<file path="config.mk">
export PLATFORM = sky130hd
export DESIGN_NAME = fpnew_result_buffer
export DESIGN_NICKNAME = d
export VERILOG_FILES = /design/src/rtl/fpnew_pkg.sv /design/src/rtl/fpnew_result_buffer.sv
export SDC_FILE = /design/constraint.sdc
export NUM_CORES = 1
export LEC_CHECK = 0
export CAP_MARGIN = 20
export CORE_MARGIN = 5
export CORE_UTILIZATION = 50
export CTS_CLUSTER_SIZE = 14
export DETAILED_ROUTE_END_ITERATION = 12
export PLACE_DENSITY = 0.89
export SKIP_LAST_GASP = 1
export SYNTH_ARGS = -nofsm -noshare
export SYNTH_HDL_FRONTEND = slang
export SYNTH_SLANG_ARGS = --single-unit
</file>
<file path="constraint.sdc">
create_clock -name clk_i -period 12.5 [get_ports clk_i]
set_input_delay 1.25 -clock clk_i [delete_from_list [all_inputs] [get_ports clk_i]]
set_output_delay 1.25 -clock clk_i [all_outputs]
set_load 0.01 [all_outputs]
</file>
<file path="src/rtl/fpnew_pkg.sv">
// Shared FPU types: IEEE status flags and the result-buffer entry layout.
package fpnew_pkg;

  typedef struct packed {
    logic NV;
    logic DZ;
    logic OF;
    logic UF;
    logic NX;
  } status_t;

  localparam int unsigned MAX_RESULT_BUF_DEPTH = 16;

  // Result is stored at the widest supported format; only the low Width bits are meaningful.
  typedef struct packed {
    logic [63:0] result;
    status_t     status;
    logic        ext_bit;
  } result_entry_t;

endpackage

</file>
<file path="src/rtl/fpnew_result_buffer.sv">
// FIFO output stage for an FPU opgroup, with sticky fflags and busy reporting.
// Optional zero-latency bypass when empty: define FPNEW_RESULT_BUFFER_BYPASS_EN.
module fpnew_result_buffer
  import fpnew_pkg::*;
#(
  parameter int unsigned Width   = 32,
  parameter int unsigned Depth   = 2,
  parameter type         TagType = logic
) (
  input  logic               clk_i,
  input  logic               rst_i,
  input  logic               in_valid_i,
  output logic               in_ready_o,
  input  logic [Width-1:0]   result_i,
  input  status_t            status_i,
  input  logic               extension_bit_i,
  input  TagType             tag_i,
  input  logic               flush_i,
  output logic               out_valid_o,
  input  logic               out_ready_i,
  output logic [Width-1:0]   result_o,
  output status_t            status_o,
  output logic               extension_bit_o,
  output TagType             tag_o,
  input  logic               clr_flags_i,
  output status_t            flags_o,
  output logic               busy_o
);

  localparam int unsigned PtrW = (Depth > 1) ? $clog2(Depth) : 1;
  localparam int unsigned CntW = $clog2(Depth + 1);
  localparam logic [PtrW-1:0] LastPtr = PtrW'(Depth - 1);
  localparam logic [CntW-1:0] FullCnt = CntW'(Depth);

  result_entry_t   mem_q [Depth];
  TagType          tag_q [Depth];
  logic [PtrW-1:0] wr_ptr_q, rd_ptr_q;
  logic [CntW-1:0] count_q;
  status_t         flags_q;

  logic            empty, push, pop, write_en, read_en;
  result_entry_t   wr_entry, rd_entry;
  logic [63:0]     unused_rd_result;

  assign unused_rd_result = rd_entry.result;

  // Handshake, head selection and the push/pop qualifiers that actually touch storage.
  always_comb begin
    empty           = (count_q == '0);
    rd_entry        = mem_q[rd_ptr_q];
    wr_entry        = '0;
    wr_entry.result[Width-1:0] = result_i;
    wr_entry.status  = status_i;
    wr_entry.ext_bit = extension_bit_i;
    in_ready_o      = (count_q != FullCnt) & ~flush_i;
    push            = in_valid_i & in_ready_o;
    busy_o          = ~empty;
`ifdef FPNEW_RESULT_BUFFER_BYPASS_EN
    out_valid_o     = ~flush_i & (~empty | in_valid_i);
    result_o        = empty ? result_i        : rd_entry.result[Width-1:0];
    status_o        = empty ? status_i        : rd_entry.status;
    extension_bit_o = empty ? extension_bit_i : rd_entry.ext_bit;
    tag_o           = empty ? tag_i           : tag_q[rd_ptr_q];
    pop             = out_valid_o & out_ready_i;
    write_en        = push & ~(empty & out_ready_i);
    read_en         = pop & ~empty;
`else
    out_valid_o     = ~empty & ~flush_i;
    result_o        = rd_entry.result[Width-1:0];
    status_o        = rd_entry.status;
    extension_bit_o = rd_entry.ext_bit;
    tag_o           = tag_q[rd_ptr_q];
    pop             = out_valid_o & out_ready_i;
    write_en        = push;
    read_en         = pop;
`endif
  end

  always_ff @(posedge clk_i) begin
    if (write_en) begin
      mem_q[wr_ptr_q] <= wr_entry;
      tag_q[wr_ptr_q] <= tag_i;
    end
  end

  always_ff @(posedge clk_i or posedge rst_i) begin
    if (rst_i) begin
      wr_ptr_q <= '0;
      rd_ptr_q <= '0;
      count_q  <= '0;
    end else if (flush_i) begin
      wr_ptr_q <= '0;
      rd_ptr_q <= '0;
      count_q  <= '0;
    end else begin
      if (write_en) wr_ptr_q <= (wr_ptr_q == LastPtr) ? '0 : wr_ptr_q + 1'b1;
      if (read_en)  rd_ptr_q <= (rd_ptr_q == LastPtr) ? '0 : rd_ptr_q + 1'b1;
      if (write_en && !read_en)      count_q <= count_q + 1'b1;
      else if (read_en && !write_en) count_q <= count_q - 1'b1;
    end
  end

  // A status popped in the same cycle as a clear still lands in the flags.
  always_ff @(posedge clk_i or posedge rst_i) begin
    if (rst_i) flags_q <= '0;
    else       flags_q <= status_t'((clr_flags_i ? 5'b0 : flags_q) | (pop ? status_o : 5'b0));
  end

  assign flags_o = flags_q;

endmodule

</file>
==> reports/qor.yml, run 1 <==
floorplan:
  die_h_um: 90.8
  start_util_pct: 51.4
  core.rowCount: 29
  dieArea_sq_um: 8250
  core_sq_um: 6350
  die_w_um: 90.8
  io_pins: 92
power:
  switchingPower_w: 0.000121
  p_clk_share_pct: 32.8
  p_per_area_nw_per_um2: 136
  p_int_w: 0.000484
  p_leak_nw: 1.53
  combPwrFrac_pct: 11.6
  vdd_drop_max_uv: 84.6
  total_power_w: 0.000605
  p_seq_share_pct: 55.6
  switching_share_pct: 20.0
run_status:
  status: "completed"
worst_setup_path:
  cp_slowest_stage_delay_ns: 0.58
  critical_path_class: "input port to output pin"
  cp.required_ns: 11.25
  worstSetupStartpointType: "input port"
  crit_path_end_kind: "output pin"
  crit_path_frequent_cell: "clkdlybuf4s50_1"
  cp.arrival_ns: 2.63
  crit_slowest_cell: "clkdlybuf4s50_1"
  cp_cell_sequence: "clkdlybuf4s50_1, nor2b_4, clkdlybuf4s50_1"
  path_max_fanout: 7
routing:
  vias: 1749
  drt_iter0_markers: 38
  antenna_left: 0
  drc_errors: 0
  routed_via_density: 5.14
  first_pass_iters: 4
  drt_wl_total_um: 5650
  wl_per_cell_um: 16.6
layout:
  diodes: 0
  seqCellArea_sq_um: 2570
  fin_nets: 304
  multiInputGateArea_sq_um: 649
  finalNonFillerCells: 340
  synthToLayoutAreaGrowth_pct: 36.4
  drive_above_1_share_pct: 9.51
  final.fill_count: 410
  final_util_pct: 70.1
placed_design:
  dp_hpwl_um: 3860
  numPortBuffers: 91
  place_congestion: 0.705
  dpl.cell_count: 325
logic_synthesis:
  ys_types: 27
  seq_area_frac_synth_pct: 78.6
  ys_ff_latch: 87
  synthesis.nets: 206
  synth_cells: 161
  syn_area_per_cell_sq_um: 20.3
  yosys_warnings: 0
  syn_area_sq_um: 3270
global_routing:
  grt_use_total_pct: 14.1
  grt-ovfl-total: 0
  grt_antenna_before_repair: 0
  grt_first_pass_wirelength_um: 8970
  grt_pass1_vias: 1834
  grt_max_degree: 41
worst_hold_path:
  hp-class: "flip-flop to flip-flop"
timing:
  period_minus_slack_ns: 3.88
  setup-tns-final_ns: 0
  fmax_mhz: 258
  rsz0062_at_grt: "no"
  drv_slew: 0
  setup_viol: 0
  holdWs_ns: 0.494
  tightest_slew_ns: 0.948
  fin_skew_ns: 0.0107
  relSlewSlack_pct: 36.8
  hold_viol_final: 0
  post-route-period-util_pct: 31.1
clock_tree:
  clk_latency_ns: 0.33
  h-tree-depth: 3
  ctsResizeCount: 0
  cts_setup_buffers: 0
  cts-buffers-inserted: 9
  cts_tree: "done"
  cts_buffer_depth: 2
  holdBufCountCts: 0
  clk_pin_slew_ns: 0.08
  cts.sinks: 87
  root_buffer: "clkbuf_8"
flow_run:
  max_cap_viol_count: 0
## Yosys cell counts, drive strengths merged
master / count / area [sq um]
edfxtp: 78 / 2340
mux2: 39 / 447
dfrtp: 9 / 225
a32o: 5 / 50.1
buf: 5 / 41.3
a21oi: 4 / 20.0
inv: 2 / 7.51
nor2: 2 / 7.51
o21ai: 2 / 10.0
or2: 2 / 15.0
and2b: 1 / 10.0
and3: 1 / 6.26
and3b: 1 / 8.76
clkbuf: 1 / 3.75
clkinv: 1 / 3.75
mux2i: 1 / 10.0
nor2b: 1 / 13.8
nor3b: 1 / 7.51
nor4: 1 / 6.26
o211ai: 1 / 7.51
o21bai: 1 / 7.51
or3: 1 / 6.26
xor2: 1 / 8.76
## flip-flops by register name, summed over array words and instances (netlist names)
register  flops
count_q       2
flags_o       5
mem_q        76
rd_ptr_q      1
tag_q         2
wr_ptr_q      1
## logic make-up after synthesis
logic type,Yosys count,share of synthesized area (%)
buffers and inverters,9,1.72
flip-flops,87,78.6
XOR/XNOR,1,0.268
multiplexers,40,14.0
AO/OA/AOI/OAI,13,2.91
AND/OR/NAND/NOR,11,2.49
## metrics by stage
step	setup slack [ns]	area [sq um]
2_1_floorplan	6.83	3270
3_3_place_gp	8.64	4250
3_5_place_dp	8.62	4250
4_1_cts	8.62	4450
5_1_grt	8.56	4450
6_report	8.62	4450
## worst max-delay path: cells and delay by family
kind                   cells  cell delay, ns
buffers and inverters      2            1.14
AND/OR/NAND/NOR            1            0.24
## power groups by stage
stage	clock (W)	combinational, W	sequential, W
CTS	0.000205	0.0000714	0.000337
global placement	0	0.0000698	0.000342
global route	0.000218	0.0000751	0.000338
floorplan	0	0.0000314	0.000339
detailed placement	0	0.0000710	0.000343
finish	0.000198	0.0000703	0.000336
## cell usage in the layout, fill, tap and decap left out
master,netlist,routed
clkdlybuf4s50_1,0,91
edfxtp_1,78,78
mux2_1,34,34
clkbuf_8,0,9
dfrtp_1,9,8
a32o_1,5,5
a21oi_1,4,4
mux2_2,3,3
o21ai_0,2,2
nor2_1,2,2
clkinv_1,1,2
mux2_4,2,2
inv_1,2,2
clkbuf_1,1,2
bufinv_16,0,2
buf_4,4,2
xor2_1,1,1
and2b_4,1,1
or3_1,1,1
mux2i_1,1,1
or2_0,1,1
nor3b_1,1,1
or2_4,1,1
nor2b_4,1,1
and3_2,0,1
nor4_2,0,1
o211ai_1,1,1
and3b_1,1,1
o21bai_1,1,1
clkinvlp_4,0,1
dfrtp_2,0,1
## area by class of cell
cell class	instances	area share (%)
clock buffer	11	2.95
multi-input combinational	65	14.6
sequential	87	57.7
inverter	3	0.253
timing repair buffer	93	20.8
tap	77	2.16
clock inverter	4	1.60
## metal layers
layer / GRT usage, % / wire (um) / vias to the layer above
li1: - / - / 829
met1: 17.0 / 2330 / 855
met2: 23.1 / 2880 / 61
met3: 5.33 / 390 / 4
met4: 4.77 / 45 / 0
met5: 0 / 0 / -
## final timing paths
path | from | to | slack (ns) | cells after the start
worst max-delay path | flush_i | out_valid_o | 8.62 | 3
worst min-delay path | flags_o[4] | flags_o[4] | 0.49 | 1
worst max register to register | count_q[0] | mem_q[1][35] | 10.48 | 3
worst min register to register | flags_o[4] | flags_o[4] | 0.49 | 1
max in group asynchronous | rst_i | rd_ptr_q | 11.05 | 2
min in group asynchronous | rst_i | wr_ptr_q | 1.17 | 2
Note: power is estimated with default switching activity, not from simulation.
==> run 2: changes to the inputs <==
--- a/config.mk
+++ b/config.mk
@@ -7,10 +7,10 @@
 export LEC_CHECK = 0
 export CAP_MARGIN = 20
 export CORE_MARGIN = 5
-export CORE_UTILIZATION = 50
+export CORE_UTILIZATION = 43
 export CTS_CLUSTER_SIZE = 14
 export DETAILED_ROUTE_END_ITERATION = 12
-export PLACE_DENSITY = 0.89
+export PLACE_DENSITY = 0.82
 export SKIP_LAST_GASP = 1
 export SYNTH_ARGS = -nofsm -noshare
 export SYNTH_HDL_FRONTEND = slang
==> constraint.sdc (replaced) <==
create_clock -name clk_i -period 3.5 [get_ports clk_i]
set_input_delay 0.35 -clock clk_i [delete_from_list [all_inputs] [get_ports clk_i]]
set_output_delay 0.35 -clock clk_i [all_outputs]
set_load 0.01 [all_outputs]
==> run 2 against run 1 <==
Utilization down 9.1 points. Via count down 0.74%. Count of clock-buffer cells in the layout down 1. Cell count up 6.8%. Die area up 14%. Clock skew down 0.0016 ns. Sequential power rose to 3.6 times the previous value. Cell area up 0.51%. Critical path depth down 1. Largest power group unchanged. Sequential share of layout area down 0.29 points.
==> reports/qor.yml, run 2 (synthesized netlist as in run 1, its figures left out) <==
routing:
  drc_errors: 0  # unchanged
  first_pass_iters: 4  # unchanged
  drt_wl_total_um: 5920  # was 5650 um
  antenna_left: 0  # unchanged
  routed_via_density: 4.78  # was 5.14
  vias: 1736  # was 1,749
  wl_per_cell_um: 16.3  # was 16.6 um
  drt_iter0_markers: 23  # was 38
global_routing:
  grt-ovfl-total: 0  # unchanged
  grt_max_degree: 41  # unchanged
  grt_antenna_before_repair: 0  # unchanged
  grt_pass1_vias: 1955  # was 1,834
  grt_first_pass_wirelength_um: 9580  # was 8970 um
  grt_use_total_pct: 12.9  # was 14.1%
floorplan:
  die_w_um: 97.1  # was 90.8 um
  start_util_pct: 44.5  # was 51.4%
  core.rowCount: 31  # was 29
  core_sq_um: 7330  # was 6350 sq um
  io_pins: 92  # unchanged
  dieArea_sq_um: 9440  # was 8250 sq um
  die_h_um: 97.1  # was 90.8 um
placed_design:
  place_congestion: 0.668  # was 0.705
  dpl_cell_area_sq_um: 4290  # was 4250 sq um
  dp_hpwl_um: 4000  # was 3860 um
  numPortBuffers: 91  # unchanged
layout:
  synthToLayoutAreaGrowth_pct: 37.1  # was 36.4%
  regMostFlops: "mem_q"  # unchanged
  finalInstanceArea_sq_um: 4480  # was 4450 sq um
  layout_commonest_cell: "clkdlybuf4s50_1"  # unchanged
  final_util_pct: 61.1  # was 70.1%
  drive_above_1_share_pct: 9.85  # was 9.51%
  layout.cells.most_common_list: "clkdlybuf4s50_1 (91), edfxtp_1 (78), mux2_1 (34)"  # unchanged
  largest_register_ffs: 76  # unchanged
  fin_nets: 304  # unchanged
  diodes: 0  # unchanged
timing:
  period_minus_slack_ns: 2.63
  fmax_mhz: 380
  drv_slew: 0  # unchanged
  fin_skew_ns: 0.00910  # was 0.0107 ns
  relSlewSlack_pct: 34.6  # was 36.8%
  post-route-period-util_pct: 75.1
  setup-tns-final_ns: 0  # unchanged
  hold_viol_final: 0  # unchanged
  tightest_slew_ns: 0.981  # was 0.948 ns
  setup_viol: 0  # unchanged
  rsz0062_at_grt: "no"  # unchanged
clock_tree:
  holdBufCountCts: 0  # unchanged
  root_buffer: "clkbuf_8"  # unchanged
  clk_latency_ns: 0.34  # was 0.33 ns
  cts-buffers-inserted: 9  # unchanged
  ctsResizeCount: 0  # unchanged
  clk_pin_slew_ns: 0.08  # about the same
  cts_setup_buffers: 0  # unchanged
  cts_tree: "done"  # unchanged
  cts_buffer_depth: 2  # unchanged
  h-tree-depth: 3  # unchanged
  cts.sinks: 87  # unchanged
worst_setup_path:
  cp_slowest_stage_delay_ns: 1.02  # was 0.58 ns
  cp.required_ns: 3.15  # was 11.25 ns
  rr_worst_depth: 3  # unchanged
  cp_num_cells: 2  # was 3
  crit_slowest_cell: "dfrtp_2"  # was clkdlybuf4s50_1
  crit_family: "flip-flops"  # was buffers and inverters
  critical_path_class: "flip-flop to output pin"  # was input port to output pin
  cp.arrival_ns: 2.28  # was 2.63 ns
  crit_path_end: "result_o[15]"  # was out_valid_o
  cp_cell_sequence: "mux2_1, clkdlybuf4s50_1"  # was clkdlybuf4s50_1, nor2b_4, clkdlybuf4s50_1
  worstSetupStartpointType: "flip-flop"  # was input port
  regToRegSetupSlack_ns: 1.47  # was 10.48 ns
  path_buf_inv: 1  # was 2
  crit_path_end_kind: "output pin"  # unchanged
  timing.rr.end: "mem_q[1][31]"  # was mem_q[1][35]
  critPathLaunch: "rd_ptr_q"  # was flush_i
  reg2reg_from: "count_q[0]"  # unchanged
  path_max_fanout: 40  # was 7
power:
  vdd_drop_max_uv: 234  # was 84.6 uV
  p_per_area_nw_per_um2: 471  # was 136 nW/um^2
  p_leak_nw: 1.52  # was 1.53 nW
worst_hold_path:
  hp-class: "input port to asynchronous set/reset pin"  # was flip-flop to flip-flop
run_status:
  status: "completed"  # unchanged
flow_run:
  max_cap_viol_count: 0  # unchanged
-- run 2: changes by cell type in the layout (fill, tap and decap cells not counted) --
cell	before	now
bufinv_16	2	1
nor4_2	1	0
clkbuf_1	2	1
clkinv_1	2	3
clkinv_4	0	1
nor4_4	0	1
clkinvlp_4	1	2
-- run 2: final cells by class --
class                           count  area, sq um
Clock buffer                       10          128
Clock inverter                      6         61.3
Fill cell                         523         2850
Inverter                            3         11.3
Multi-Input combinational cell     65          658
Sequential cell                    87         2570
Tap cell                           99          124
Timing Repair Buffer               93          926
-- run 2: worst min-delay path by stage --
| stage | start | endpoint | slack [ns] | cells after the start |
|---|---|---|---|---|
| final | rst_i | flags_o[3] | 0.27 | 2 |
| after global routing | rst_i | flags_o[3] | 0.30 | 2 |
| after CTS | rst_i | flags_o[3] | 0.26 | 2 |
| after detailed placement | flags_o[1] | flags_o[1] | 0.49 | 1 |
| after global placement | flags_o[1] | flags_o[1] | 0.48 | 1 |
| after floorplan | rst_i | count_q[0] | 0.18 | 1 |
-- run 2: power breakdown --
group	internal [W]	total, W	leakage (nW)	switching, W
combinational	0.000158	0.000254	0.601	0.0000962
clock	0.000326	0.000654	0.0876	0.000328
sequential	0.00117	0.00120	0.836	0.0000277
-- run 2: per-layer routing --
layer	global-route usage (%)	wire, um	vias to the layer above
met5	0	0	-
met4	6.48	121	0
met3	4.31	383	10
met2	22.4	3030	62
met1	14.0	2390	837
li1	-	-	827
-- run 2: through the flow --
step / total power (W) / hold slack (ns) / setup slack [ns] / std cells
detailed placement: 0.00148 / 0.485 / 1.08 / 347
CTS: 0.00213 / 0.261 / 0.816 / 363
global placement: 0.00148 / 0.476 / 1.15 / 347
finish: 0.00211 / 0.269 / 0.871 / 363
floorplan: 0.00132 / 0.178 / 0.305 / 161
global route: 0.00219 / 0.297 / 0.751 / 363
==> run 3: changes to the inputs <==
--- a/config.mk
+++ b/config.mk
@@ -7,10 +7,10 @@
 export LEC_CHECK = 0
 export CAP_MARGIN = 20
 export CORE_MARGIN = 5
-export CORE_UTILIZATION = 43
+export CORE_UTILIZATION = 47
 export CTS_CLUSTER_SIZE = 14
 export DETAILED_ROUTE_END_ITERATION = 12
-export PLACE_DENSITY = 0.82
+export PLACE_DENSITY = 0.85
 export SKIP_LAST_GASP = 1
 export SYNTH_ARGS = -nofsm -noshare
 export SYNTH_HDL_FRONTEND = slang
==> constraint.sdc (replaced) <==
create_clock -name clk_i -period 2.75 [get_ports clk_i]
set_input_delay 0.275 -clock clk_i [delete_from_list [all_inputs] [get_ports clk_i]]
set_output_delay 0.275 -clock clk_i [all_outputs]
set_load 0.01 [all_outputs]
==> run 3 against run 2 <==
Hold slack got worse by 0.060 ns. Via count is 2.2% higher. Die area is 7.7% lower. Sequential power rose by 26%. Cell area fell by 0.17%. Utilization is 4.7 points higher. Sequential share of layout area is 0.096 points higher. Largest cell class unchanged. Largest power group unchanged.
==> reports/qor.yml, run 3 (synthesized netlist as in run 1, its figures left out) <==
run_status:
  status: "completed"  # unchanged
placed_design:
  numPortBuffers: 91  # unchanged
  dp_hpwl_um: 3930  # was 4000 um
  place_congestion: 0.695  # was 0.668
  place_ws_ns: 0.624  # was 1.08 ns
worst_setup_path:
  cp.arrival_ns: 1.85  # was 2.28 ns
  path_max_fanout: 22  # was 40
  reg2reg_from: "count_q[0]"  # unchanged
  worstSetupStartpointType: "flip-flop"  # unchanged
  critical_path_class: "flip-flop to output pin"  # unchanged
  crit_path_end_kind: "output pin"  # unchanged
  rr_worst_depth: 3  # unchanged
  cp.required_ns: 2.48  # was 3.15 ns
  regToRegSetupSlack_ns: 1.04  # was 1.47 ns
  timing.rr.end: "mem_q[0][3]"  # was mem_q[1][31]
layout:
  layout.cells.most_common_list: "clkdlybuf4s50_1 (91), edfxtp_1 (78), mux2_1 (34)"  # unchanged
  largest_register_ffs: 76  # unchanged
  final_util_pct: 65.8  # was 61.1%
  fin_nets: 306  # was 304
  synthToLayoutAreaGrowth_pct: 36.9  # was 37.1%
  drive_above_1_share_pct: 10.5  # was 9.85%
  layout_commonest_cell: "clkdlybuf4s50_1"  # unchanged
  diodes: 0  # unchanged
  regMostFlops: "mem_q"  # unchanged
clock_tree:
  cts_tree: "done"  # unchanged
  clk_latency_ns: 0.33  # was 0.34 ns
  cts_buffer_depth: 2  # unchanged
  cts-buffers-inserted: 9  # unchanged
  clk_pin_slew_ns: 0.08  # about the same
  cts.sinks: 87  # unchanged
  ctsResizeCount: 0  # unchanged
  cts_setup_buffers: 0  # unchanged
  root_buffer: "clkbuf_8"  # unchanged
  h-tree-depth: 3  # unchanged
  holdBufCountCts: 0  # unchanged
routing:
  routed_via_density: 4.90  # was 4.78
  drc_errors: 0  # unchanged
  antenna_left: 0  # unchanged
  first_pass_iters: 4  # unchanged
  vias: 1774  # was 1,736
  drt_wl_total_um: 5810  # was 5920 um
  drt_iter0_markers: 64  # was 23
  wl_per_cell_um: 16.0  # was 16.3 um
timing:
  tightest_slew_ns: 0.536  # was 0.981 ns
  drv_slew: 0  # unchanged
  fmax_mhz: 470
  post-route-period-util_pct: 77.4
  period_minus_slack_ns: 2.13
  setup-tns-final_ns: 0  # unchanged
  setup_viol: 0  # unchanged
  fin_skew_ns: 0.00679  # was 0.00910 ns
  hold_viol_final: 0  # unchanged
  setup_ws_ns: 0.623  # was 0.871 ns
  rsz0062_at_grt: "no"  # unchanged
  relSlewSlack_pct: 64.3  # was 34.6%
power:
  p_per_area_nw_per_um2: 577  # was 471 nW/um^2
  p_leak_nw: 1.53  # was 1.52 nW
  vdd_drop_max_uv: 308  # was 234 uV
floorplan:
  die_w_um: 93.4  # was 97.1 um
  start_util_pct: 48.1  # was 44.5%
  die_h_um: 93.4  # was 97.1 um
  core_sq_um: 6790  # was 7330 sq um
  dieArea_sq_um: 8720  # was 9440 sq um
  io_pins: 92  # unchanged
  core.rowCount: 30  # was 31
global_routing:
  grt_max_degree: 40  # was 41
  grt_antenna_before_repair: 0  # unchanged
  grt-ovfl-total: 0  # unchanged
  grt_first_pass_wirelength_um: 9230  # was 9580 um
  grt_use_total_pct: 14.0  # was 12.9%
  grt_pass1_vias: 1907  # was 1,955
worst_hold_path:
  hp-class: "input port to asynchronous set/reset pin"  # unchanged
flow_run:
  max_cap_viol_count: 0  # unchanged
==> run 3: cell types whose count changed in the layout (fill, tap and decap cells not counted), sizes merged <==
cell,delta
buf,+2
bufinv,-1
clkbuf,+2
clkinvlp,-1
==> run 3: metal layers <==
metal	part of all wire [%]	global-route usage, %
met1	38	16.2
met2	53	24.4
met3	7.3	4.18
met4	1.2	5.13
met5	0	0
==> run 3: cell type report <==
class / instances / area (sq um)
flip-flops and latches: 87 / 2570
well taps: 96 / 120
fillers: 481 / 2320
repair buffers: 95 / 953
multi-input cells: 65 / 658
clock buffers: 12 / 135
inverters: 3 / 11.3
clock inverters: 4 / 22.5
==> run 3: metrics by stage <==
stage / hold slack (ns) / cells / area [sq um] / total power (W)
6_report: 0.208 / 362 / 4470 / 0.00258
5_1_grt: 0.247 / 362 / 4470 / 0.00270
4_1_cts: 0.205 / 362 / 4470 / 0.00261
3_5_place_dp: 0.491 / 346 / 4310 / 0.00189
3_3_place_gp: 0.471 / 346 / 4310 / 0.00188
2_1_floorplan: 0.103 / 161 / 3280 / 0.00168
==> run 3: report_power, final <==
| group | internal [W] | switching (W) |
|---|---|---|
| logic | 0.000205 | 0.000141 |
| clock network | 0.000325 | 0.000398 |
| registers | 0.00149 | 0.0000150 |
==> run 3: worst max path at each step <==
| stage | start | to | cells past startpoint |
|---|---|---|---|
| global placement | in_valid_i | mem_q[0][17] | 4 |
| detailed placement | in_valid_i | mem_q[0][20] | 4 |
| CTS | rd_ptr_q | tag_o | 3 |
| finish | rd_ptr_q | tag_o | 3 |
| floorplan | count_q[1] | mem_q[0][0] | 2 |
| global route | rd_ptr_q | result_o[27] | 3 |
==> run 3: critical path: stages (launching register included) <==
cell,delay [ns]
dfrtp_2,0.36
buf_4,0.29
mux2_1,0.38
clkdlybuf4s50_1,0.49
